===== src/rtl/reaction_round_ctrl.sv =====
`default_nettype none
// ============================================================================
// Module      : reaction_round_ctrl
// Description : Round sequencer for the reaction mini-game. Conditions the
//               raw KEY bus, runs arm / random hold-off / GO / capture /
//               result, measures reaction time in ms and drives the red LEDs
//               and six seven-segment digits.
//               Optional macro REACTION_DEBOUNCE_EN adds a 10 ms stability
//               filter on every synchronised button.
// Revision    : 1.0 - initial release
// ============================================================================
module reaction_round_ctrl #(
  parameter int          CLK_HZ       = 50000000,
  parameter int          MIN_DELAY_MS = 1000,
  parameter logic [10:0] DELAY_MASK   = 11'h7FF,
  parameter int          MAX_MS       = 9999
) (
  input  logic        clk,
  input  logic        reset_n,
  input  logic [3:0]  buttons,
  output logic [9:0]  red_leds,
  output logic [6:0]  hex0,
  output logic [6:0]  hex1,
  output logic [6:0]  hex2,
  output logic [6:0]  hex3,
  output logic [6:0]  hex4,
  output logic [6:0]  hex5,
  output logic [13:0] elapsed_ms,
  output logic [1:0]  winner,
  output logic        foul,
  output logic        result_valid
);

  localparam int              TICKS_PER_MS = CLK_HZ / 1000;
  localparam int              TW           = (TICKS_PER_MS > 1) ? $clog2(TICKS_PER_MS) : 1;
  localparam logic [TW-1:0]   c_TICK_LAST  = TW'(TICKS_PER_MS - 1);
  localparam logic [13:0]     c_MAX        = 14'(MAX_MS);
  localparam logic [15:0]     c_MIN_DELAY  = 16'(MIN_DELAY_MS);
  localparam logic [6:0]      c_BLANK      = 7'h7F;
  localparam logic [6:0]      c_SEG_F      = 7'h0E;

  typedef enum logic [2:0] {
    S_IDLE   = 3'd0,
    S_ARMED  = 3'd1,
    S_GO     = 3'd2,
    S_RESULT = 3'd3,
    S_FOUL   = 3'd4
  } state_t;

  state_t        r_state;
  state_t        w_state_nxt;

  logic [3:0]    r_sync1;
  logic [3:0]    r_sync2;
  logic [3:0]    w_btn_clean;
  logic [3:0]    r_prev;
  logic [3:0]    r_press;
  logic [15:0]   r_lfsr;
  logic [TW-1:0] r_tick_cnt;
  logic          w_ms_tick;
  logic [15:0]   r_delay;
  logic [15:0]   r_bcd;
  logic [13:0]   r_bin;
  logic [13:0]   r_elapsed;
  logic [1:0]    r_winner;
  logic          r_foul;
  logic          r_result_valid;

  logic          w_start;
  logic          w_player_any;
  logic [1:0]    w_player_id;
  logic          w_enter_armed;
  logic          w_enter_go;
  logic          w_end_result;
  logic          w_end_foul;
  logic          w_cnt_en;
  logic [1:0]    w_win_nxt;

  // Active-low segment pattern {g,f,e,d,c,b,a} for one decimal digit
  function automatic logic [6:0] seg7(input logic [3:0] d);
    case (d)
      4'd0:    seg7 = 7'h40;
      4'd1:    seg7 = 7'h79;
      4'd2:    seg7 = 7'h24;
      4'd3:    seg7 = 7'h30;
      4'd4:    seg7 = 7'h19;
      4'd5:    seg7 = 7'h12;
      4'd6:    seg7 = 7'h02;
      4'd7:    seg7 = 7'h78;
      4'd8:    seg7 = 7'h00;
      4'd9:    seg7 = 7'h10;
      default: seg7 = c_BLANK;
    endcase
  endfunction

  // Four-digit BCD increment with ripple carry between digits
  function automatic logic [15:0] bcd_inc(input logic [15:0] v);
    logic [15:0] w_res;
    logic        w_carry;
    w_res   = v;
    w_carry = 1'b1;
    for (int i = 0; i < 4; i++) begin
      if (w_carry) begin
        if (v[4*i +: 4] == 4'd9) begin
          w_res[4*i +: 4] = 4'd0;
        end else begin
          w_res[4*i +: 4] = v[4*i +: 4] + 4'd1;
          w_carry         = 1'b0;
        end
      end
    end
    return w_res;
  endfunction

  // Invert the active-low KEYs and bring them into the clock domain
  always_ff @(posedge clk or negedge reset_n) begin
    if (!reset_n) begin
      r_sync1 <= 4'd0;
      r_sync2 <= 4'd0;
    end else begin
      r_sync1 <= ~buttons;
      r_sync2 <= r_sync1;
    end
  end

`ifdef REACTION_DEBOUNCE_EN
  localparam int DB_CYCLES = 10 * TICKS_PER_MS;
  localparam int DW        = $clog2(DB_CYCLES + 1);

  for (genvar gi = 0; gi < 4; gi++) begin : g_db
    logic [DW-1:0] r_cnt;
    logic          r_raw;
    logic          r_stable;

    // A level is accepted only after it has held unchanged for 10 ms
    always_ff @(posedge clk or negedge reset_n) begin
      if (!reset_n) begin
        r_cnt    <= '0;
        r_raw    <= 1'b0;
        r_stable <= 1'b0;
      end else if (r_sync2[gi] != r_raw) begin
        r_raw <= r_sync2[gi];
        r_cnt <= '0;
      end else if (r_cnt == DW'(DB_CYCLES - 1)) begin
        r_stable <= r_raw;
      end else begin
        r_cnt <= r_cnt + 1'b1;
      end
    end

    assign w_btn_clean[gi] = r_stable;
  end
`else
  assign w_btn_clean = r_sync2;
`endif

  // Registered rising-edge detect: one-cycle press strobe per button
  always_ff @(posedge clk or negedge reset_n) begin
    if (!reset_n) begin
      r_prev  <= 4'd0;
      r_press <= 4'd0;
    end else begin
      r_prev  <= w_btn_clean;
      r_press <= w_btn_clean & ~r_prev;
    end
  end

  assign w_start      = r_press[0];
  assign w_player_any = |r_press[3:1];
  assign w_player_id  = r_press[1] ? 2'd1 :
                        r_press[2] ? 2'd2 :
                        r_press[3] ? 2'd3 : 2'd0;

  // Free-running Galois LFSR; nonzero seed keeps it off the all-zero lockup
  always_ff @(posedge clk or negedge reset_n) begin
    if (!reset_n) r_lfsr <= 16'hACE1;
    else          r_lfsr <= {1'b0, r_lfsr[15:1]} ^ (r_lfsr[0] ? 16'hB400 : 16'h0000);
  end

  assign w_ms_tick = (r_tick_cnt == c_TICK_LAST);

  // Millisecond prescaler, realigned whenever a timed phase begins
  always_ff @(posedge clk or negedge reset_n) begin
    if (!reset_n)                      r_tick_cnt <= '0;
    else if (w_enter_armed || w_enter_go) r_tick_cnt <= '0;
    else if (w_ms_tick)                r_tick_cnt <= '0;
    else                               r_tick_cnt <= r_tick_cnt + 1'b1;
  end

  // Random hold-off: loaded on arming, counted down once per ms while armed
  always_ff @(posedge clk or negedge reset_n) begin
    if (!reset_n)
      r_delay <= 16'd0;
    else if (w_enter_armed)
      r_delay <= c_MIN_DELAY + {5'd0, (r_lfsr[10:0] & DELAY_MASK)};
    else if (r_state == S_ARMED && w_ms_tick && r_delay != 16'd0)
      r_delay <= r_delay - 16'd1;
  end

  // Reaction timer kept in BCD for display and binary for the result port
  always_ff @(posedge clk or negedge reset_n) begin
    if (!reset_n) begin
      r_bcd <= 16'd0;
      r_bin <= 14'd0;
    end else if (w_enter_go) begin
      r_bcd <= 16'd0;
      r_bin <= 14'd0;
    end else if (w_cnt_en) begin
      r_bcd <= bcd_inc(r_bcd);
      r_bin <= r_bin + 14'd1;
    end
  end

  // Round outcome registers and the single-cycle result strobe
  always_ff @(posedge clk or negedge reset_n) begin
    if (!reset_n) begin
      r_winner       <= 2'd0;
      r_foul         <= 1'b0;
      r_elapsed      <= 14'd0;
      r_result_valid <= 1'b0;
    end else begin
      r_result_valid <= w_end_result | w_end_foul;
      if (w_enter_armed) begin
        r_winner <= 2'd0;
        r_foul   <= 1'b0;
      end else if (w_end_result) begin
        r_winner  <= w_win_nxt;
        r_foul    <= 1'b0;
        r_elapsed <= r_bin;
      end else if (w_end_foul) begin
        r_winner  <= w_win_nxt;
        r_foul    <= 1'b1;
        r_elapsed <= 14'd0;
      end
    end
  end

  // FSM state register
  always_ff @(posedge clk or negedge reset_n) begin
    if (!reset_n) r_state <= S_IDLE;
    else          r_state <= w_state_nxt;
  end

  // FSM next-state, phase strobes and display decode
  always_comb begin
    w_state_nxt   = r_state;
    w_enter_armed = 1'b0;
    w_enter_go    = 1'b0;
    w_end_result  = 1'b0;
    w_end_foul    = 1'b0;
    w_cnt_en      = 1'b0;
    w_win_nxt     = w_player_id;
    red_leds      = 10'h000;
    hex0          = c_BLANK;
    hex1          = c_BLANK;
    hex2          = c_BLANK;
    hex3          = c_BLANK;
    hex4          = c_BLANK;
    hex5          = c_BLANK;

    case (r_state)
      S_IDLE: begin
        hex0 = seg7(r_bcd[3:0]);
        hex1 = seg7(r_bcd[7:4]);
        hex2 = seg7(r_bcd[11:8]);
        hex3 = seg7(r_bcd[15:12]);
        if (w_start) begin
          w_state_nxt   = S_ARMED;
          w_enter_armed = 1'b1;
        end
      end
      S_ARMED: begin
        red_leds = 10'h200;
        // An early press wins over a simultaneous delay expiry
        if (w_player_any) begin
          w_state_nxt = S_FOUL;
          w_end_foul  = 1'b1;
        end else if (w_ms_tick && r_delay <= 16'd1) begin
          w_state_nxt = S_GO;
          w_enter_go  = 1'b1;
        end
      end
      S_GO: begin
        red_leds = 10'h0FF;
        hex0     = seg7(r_bcd[3:0]);
        hex1     = seg7(r_bcd[7:4]);
        hex2     = seg7(r_bcd[11:8]);
        hex3     = seg7(r_bcd[15:12]);
        if (w_player_any) begin
          w_state_nxt  = S_RESULT;
          w_end_result = 1'b1;
        end else if (r_bin >= c_MAX) begin
          w_state_nxt  = S_RESULT;
          w_end_result = 1'b1;
          w_win_nxt    = 2'd0;
        end else if (w_ms_tick) begin
          w_cnt_en = 1'b1;
        end
      end
      S_RESULT: begin
        red_leds = (r_winner == 2'd0) ? 10'h000 : (10'h001 << r_winner);
        hex0     = seg7(r_bcd[3:0]);
        hex1     = seg7(r_bcd[7:4]);
        hex2     = seg7(r_bcd[11:8]);
        hex3     = seg7(r_bcd[15:12]);
        hex5     = (r_winner == 2'd0) ? c_BLANK : seg7({2'b00, r_winner});
        if (w_start) begin
          w_state_nxt   = S_ARMED;
          w_enter_armed = 1'b1;
        end
      end
      S_FOUL: begin
        red_leds = 10'h3FF;
        hex0     = c_SEG_F;
        hex1     = c_SEG_F;
        hex2     = c_SEG_F;
        hex3     = c_SEG_F;
        hex5     = seg7({2'b00, r_winner});
        if (w_start) begin
          w_state_nxt   = S_ARMED;
          w_enter_armed = 1'b1;
        end
      end
      default: begin
        w_state_nxt = S_IDLE;
      end
    endcase
  end

  assign elapsed_ms   = r_elapsed;
  assign winner       = r_winner;
  assign foul         = r_foul;
  assign result_valid = r_result_valid;

endmodule
`default_nettype wire


===== config.mk =====
export PLATFORM = sky130hd
export DESIGN_NAME = reaction_round_ctrl
export DESIGN_NICKNAME = d
export VERILOG_FILES = /design/src/rtl/reaction_round_ctrl.sv
export SDC_FILE = /design/constraint.sdc
export NUM_CORES = 1
export LEC_CHECK = 0
export ABC_AREA = 1
export ABC_CLOCK_PERIOD_IN_PS = 5200
export CAP_MARGIN = 20
export CORE_ASPECT_RATIO = 1.75
export CORE_MARGIN = 2
export CORE_UTILIZATION = 32
export CTS_CLUSTER_DIAMETER = 120
export DETAILED_ROUTE_END_ITERATION = 12
export GPL_TIMING_DRIVEN = 0
export SLEW_MARGIN = 40
export SYNTH_ARGS = -nofsm -noshare
export SYNTH_HDL_FRONTEND = slang
export SYNTH_SLANG_ARGS = --single-unit

===== constraint.sdc =====
create_clock -name clk -period 5.2 [get_ports clk]
set_clock_uncertainty 0.1 [all_clocks]
set_input_delay 1.04 -clock clk [delete_from_list [all_inputs] [get_ports clk]]
set_output_delay 1.04 -clock clk [all_outputs]
set_load 0.01 [all_outputs]

==> impl_metrics.env <==
export IMPL_worstSetupStartpointType="register"
export IMPL_via_per_inst=4.773
export IMPL_fp_dieW_um=113.7
export IMPL_dieArea_sq_um=22290
export IMPL_post_layout_total_power_mw=3.652
export IMPL_period_needed_ns=3.895
export IMPL_yosys_cell_types_count=45
export IMPL_drt_pass1_iter_count=5
export IMPL_final_period_utilization_pct=74.90
export IMPL_grt_overflow=0
export IMPL_cp_slowest_cell="clkdlybuf4s50_1"
export IMPL_cts_buffers=17
export IMPL_clk_root_buffer_cell="clkbuf_16"
export IMPL_finalCoreUtilization_pct=40.42
export IMPL_cp_end_kind="output port"
export IMPL_route_antenna_remaining_nets=0
export IMPL_core_area_sq_um=20760
export IMPL_run_status="finished, final reports clean"
export IMPL_final_setup_worst_slack_ns=1.305
export IMPL_routedWlPerCell_um=14.06
export IMPL_synth_top_cell_area_share_pct=39.73
export IMPL_largest_net_degree_at_the_start_of_global_routing=71
export IMPL_relSlewSlack_pct=61.11
export IMPL_finalWeightedCongestion=0.8470
export IMPL_tritoncts="yes"
export IMPL_finalSetupViolCount=0
export IMPL_placed_area_sq_um=7791
export IMPL_timing_setup_tns_ns=0
export IMPL_part_of_the_yosys_area_used_for_sequential_elements_pct=42.84
export IMPL_worstPathMaxFanout=10
export IMPL_drv_cap=0
export IMPL_post_place_cells=1205
export IMPL_vias=5904
export IMPL_initial_utilization_pct=32.47
export IMPL_cp_top_family="buffers and inverters"
export IMPL_rows=70
export IMPL_holdCritPathClass="reg -> reg"
export IMPL_critical_path_cell_by_cell="inv_1 -> nand2_1 -> inv_1 -> clkbuf_1 -> o21ai_0 -> nand2_1 -> clkdlybuf4s50_1"
export IMPL_synthTopCellsByArea="dfrtp_1 40%, nand2_1 12%, nor2_1 6.8%"
export IMPL_postSynthAreaPerCell_sq_um=7.677
export IMPL_timing_worst_setup_path_type="reg -> out"
export IMPL_preCtsSetupSlack_ns=1.700
export IMPL_grt_setup_unrepaired="no"
export IMPL_drt_iter0_markers=272
export IMPL_postSynthRegisterBits=115
export IMPL_hold_ws_ns=0.2440
export IMPL_p_leak_nw=3.969
export IMPL_routed_wl_um=17390
export IMPL_final_report_max_slew_violation_count=0
export IMPL_critPathArrivalTime_ns=2.75
export IMPL_worst_endpoint_required_ns=4.06
export IMPL_synth_cells=878
export IMPL_grt_first_pass_wirelength_um=29330
export IMPL_fmax_ghz=0.2567
export IMPL_synth_area_sq_um=6740
export IMPL_critical_path_n_buffers_inverters=4
export IMPL_drc=0
export IMPL_worst_slew_pin_transition_ns=0.5780
export IMPL_clock_latency_on_the_worst_skew_pair_ns=0.42
export IMPL_synth_warnings=0
export IMPL_cpPeakStageDelay_ns=0.53
export IMPL_clk_transition_reported_paths_ns=0.05
export IMPL_clkSinkCount=115
export IMPL_dpl_hpwl_um=12980
export IMPL_insertedDiodeCount=0
export IMPL_cell_pwr_density_nw_per_um2=435.3
export IMPL_clockBufferDepth=2
export IMPL_finalHoldViolCount=0
export IMPL_irDropWorstVdd_uv=231.9
export IMPL_fp_dieH_um=196.0
export IMPL_drive_above_1_share_pct=10.25
export IMPL_number_of_global_route_vias_before_repair=5900
export IMPL_cts_setup_buffers=0
export IMPL_port_buffer_count=68
export IMPL_holdBufCountCts=0
export IMPL_finish_net_count=1004
export IMPL_synth_largest_area_cell="dfrtp_1"
export IMPL_initial_antenna_violation_count=0
export IMPL_ctsHtreeMaxLevel=4
export IMPL_layout_area_overhead_vs_synth_pct=24.47
export IMPL_design_portCount=76
export IMPL_grt_usage_pct=16.43
export IMPL_cts_repair_resized=0
export IMPL_design_area_sq_um=8389
export IMPL_final_cell_count_no_fill=1237
==> final cells by class <==
class	instances	area (sq um)
buffer	30	203.9
sequential	115	2888
inverter	108	406.6
clock buffer	22	464.2
multi-input combinational	631	3264
fill	2117	12370
timing repair buffer	69	713.2
tap	252	315.3
clock inverter	10	133.9
==> worst paths after layout <==
kind | from | endpoint | slack, ns | depth (start not counted)
setup / recovery | r_state[2]$_DFFE_PN0P_ | hex0[0] | 1.31 | 7
setup reg to reg | r_delay[0]$_DFFE_PN0P_ | r_bcd[14]$_DFFE_PN0P_ | 2.74 | 11
max in group asynchronous | reset_n | r_lfsr[0]$_DFF_PN1_ | 3.84 | 2
min in group asynchronous | reset_n | elapsed_ms[8]$_DFFE_PN0P_ | 0.49 | 1
hold reg to reg | r_sync1[2]$_DFF_PN0_ | r_sync2[2]$_DFF_PN0_ | 0.24 | 0
hold / removal | r_sync1[2]$_DFF_PN0_ | r_sync2[2]$_DFF_PN0_ | 0.24 | 0
==> sequential cells by signal, summed over array words and instances, names as in the netlist, 14 cells and up <==
register,count
r_lfsr,16
r_bcd,16
r_delay,16
elapsed_ms,14
r_tick_cnt,16
r_bin,14
==> cell families (layout without fill, tap and decap cells) <==
family / after synthesis / in the layout / share of synthesized area [%]
xor+xnor: 25 / 25 / 3.249
buf+inv: 138 / 239 / 9.059
flops: 115 / 115 / 42.84
other cells: 1 / 7 / 0.05564
fa+ha+maj: 26 / 26 / 4.826
compound gates: 125 / 125 / 10.38
simple gates: 448 / 448 / 29.59
==> layout by cell type (no fill, tap or decap), drive strengths merged, types with 3 or more instances in the layout <==
| master | n |
|---|---|
| a21oi | 31 |
| buf | 27 |
| bufinv | 3 |
| clkbuf | 27 |
| clkdlybuf4s50 | 67 |
| clkinv | 6 |
| conb | 7 |
| dfrtp | 107 |
| dfstp | 8 |
| ha | 26 |
| inv | 107 |
| nand2 | 218 |
| nand3 | 57 |
| nand3b | 3 |
| nand4 | 19 |
| nor2 | 131 |
| nor3 | 16 |
| o211ai | 9 |
| o21ai | 70 |
| o31ai | 5 |
| xnor2 | 4 |
| xor2 | 21 |
==> synthesized netlist by cell type (all sizes together) <==
cell type	instances
nand2	218
nor2	131
dfrtp	107
inv	107
o21ai	70
nand3	57
a21oi	31
ha	26
buf	25
xor2	21
nand4	19
nor3	16
o211ai	9
dfstp	8
clkbuf	5
o31ai	5
xnor2	4
nand3b	3
a22o	2
a31oi	2
nor4	2
o22ai	2
a22oi	1
a311oi	1
clkinv	1
conb	1
nor3b	1
o21a	1
o21bai	1
or2	1
==> power breakdown <==
group | internal, mW | leakage (nW) | switching, mW
clock | 0.775 | 0.290 | 0.421
sequential | 0.991 | 1.51 | 0.113
combinational | 0.620 | 2.17 | 0.731
total | 2.39 | 3.97 | 1.27
==> layer usage <==
| layer | vias to the layer above | GRT usage [%] | part of all wire [%] |
|---|---|---|---|
| met5 | - | 0 | 0 |
| met4 | 0 | 7.227 | 2.8 |
| met3 | 32 | 2.842 | 3.9 |
| met2 | 152 | 30.18 | 53 |
| met1 | 2727 | 18.31 | 40 |
| li1 | 2993 | - | - |
(Power assumes the default switching activity.)
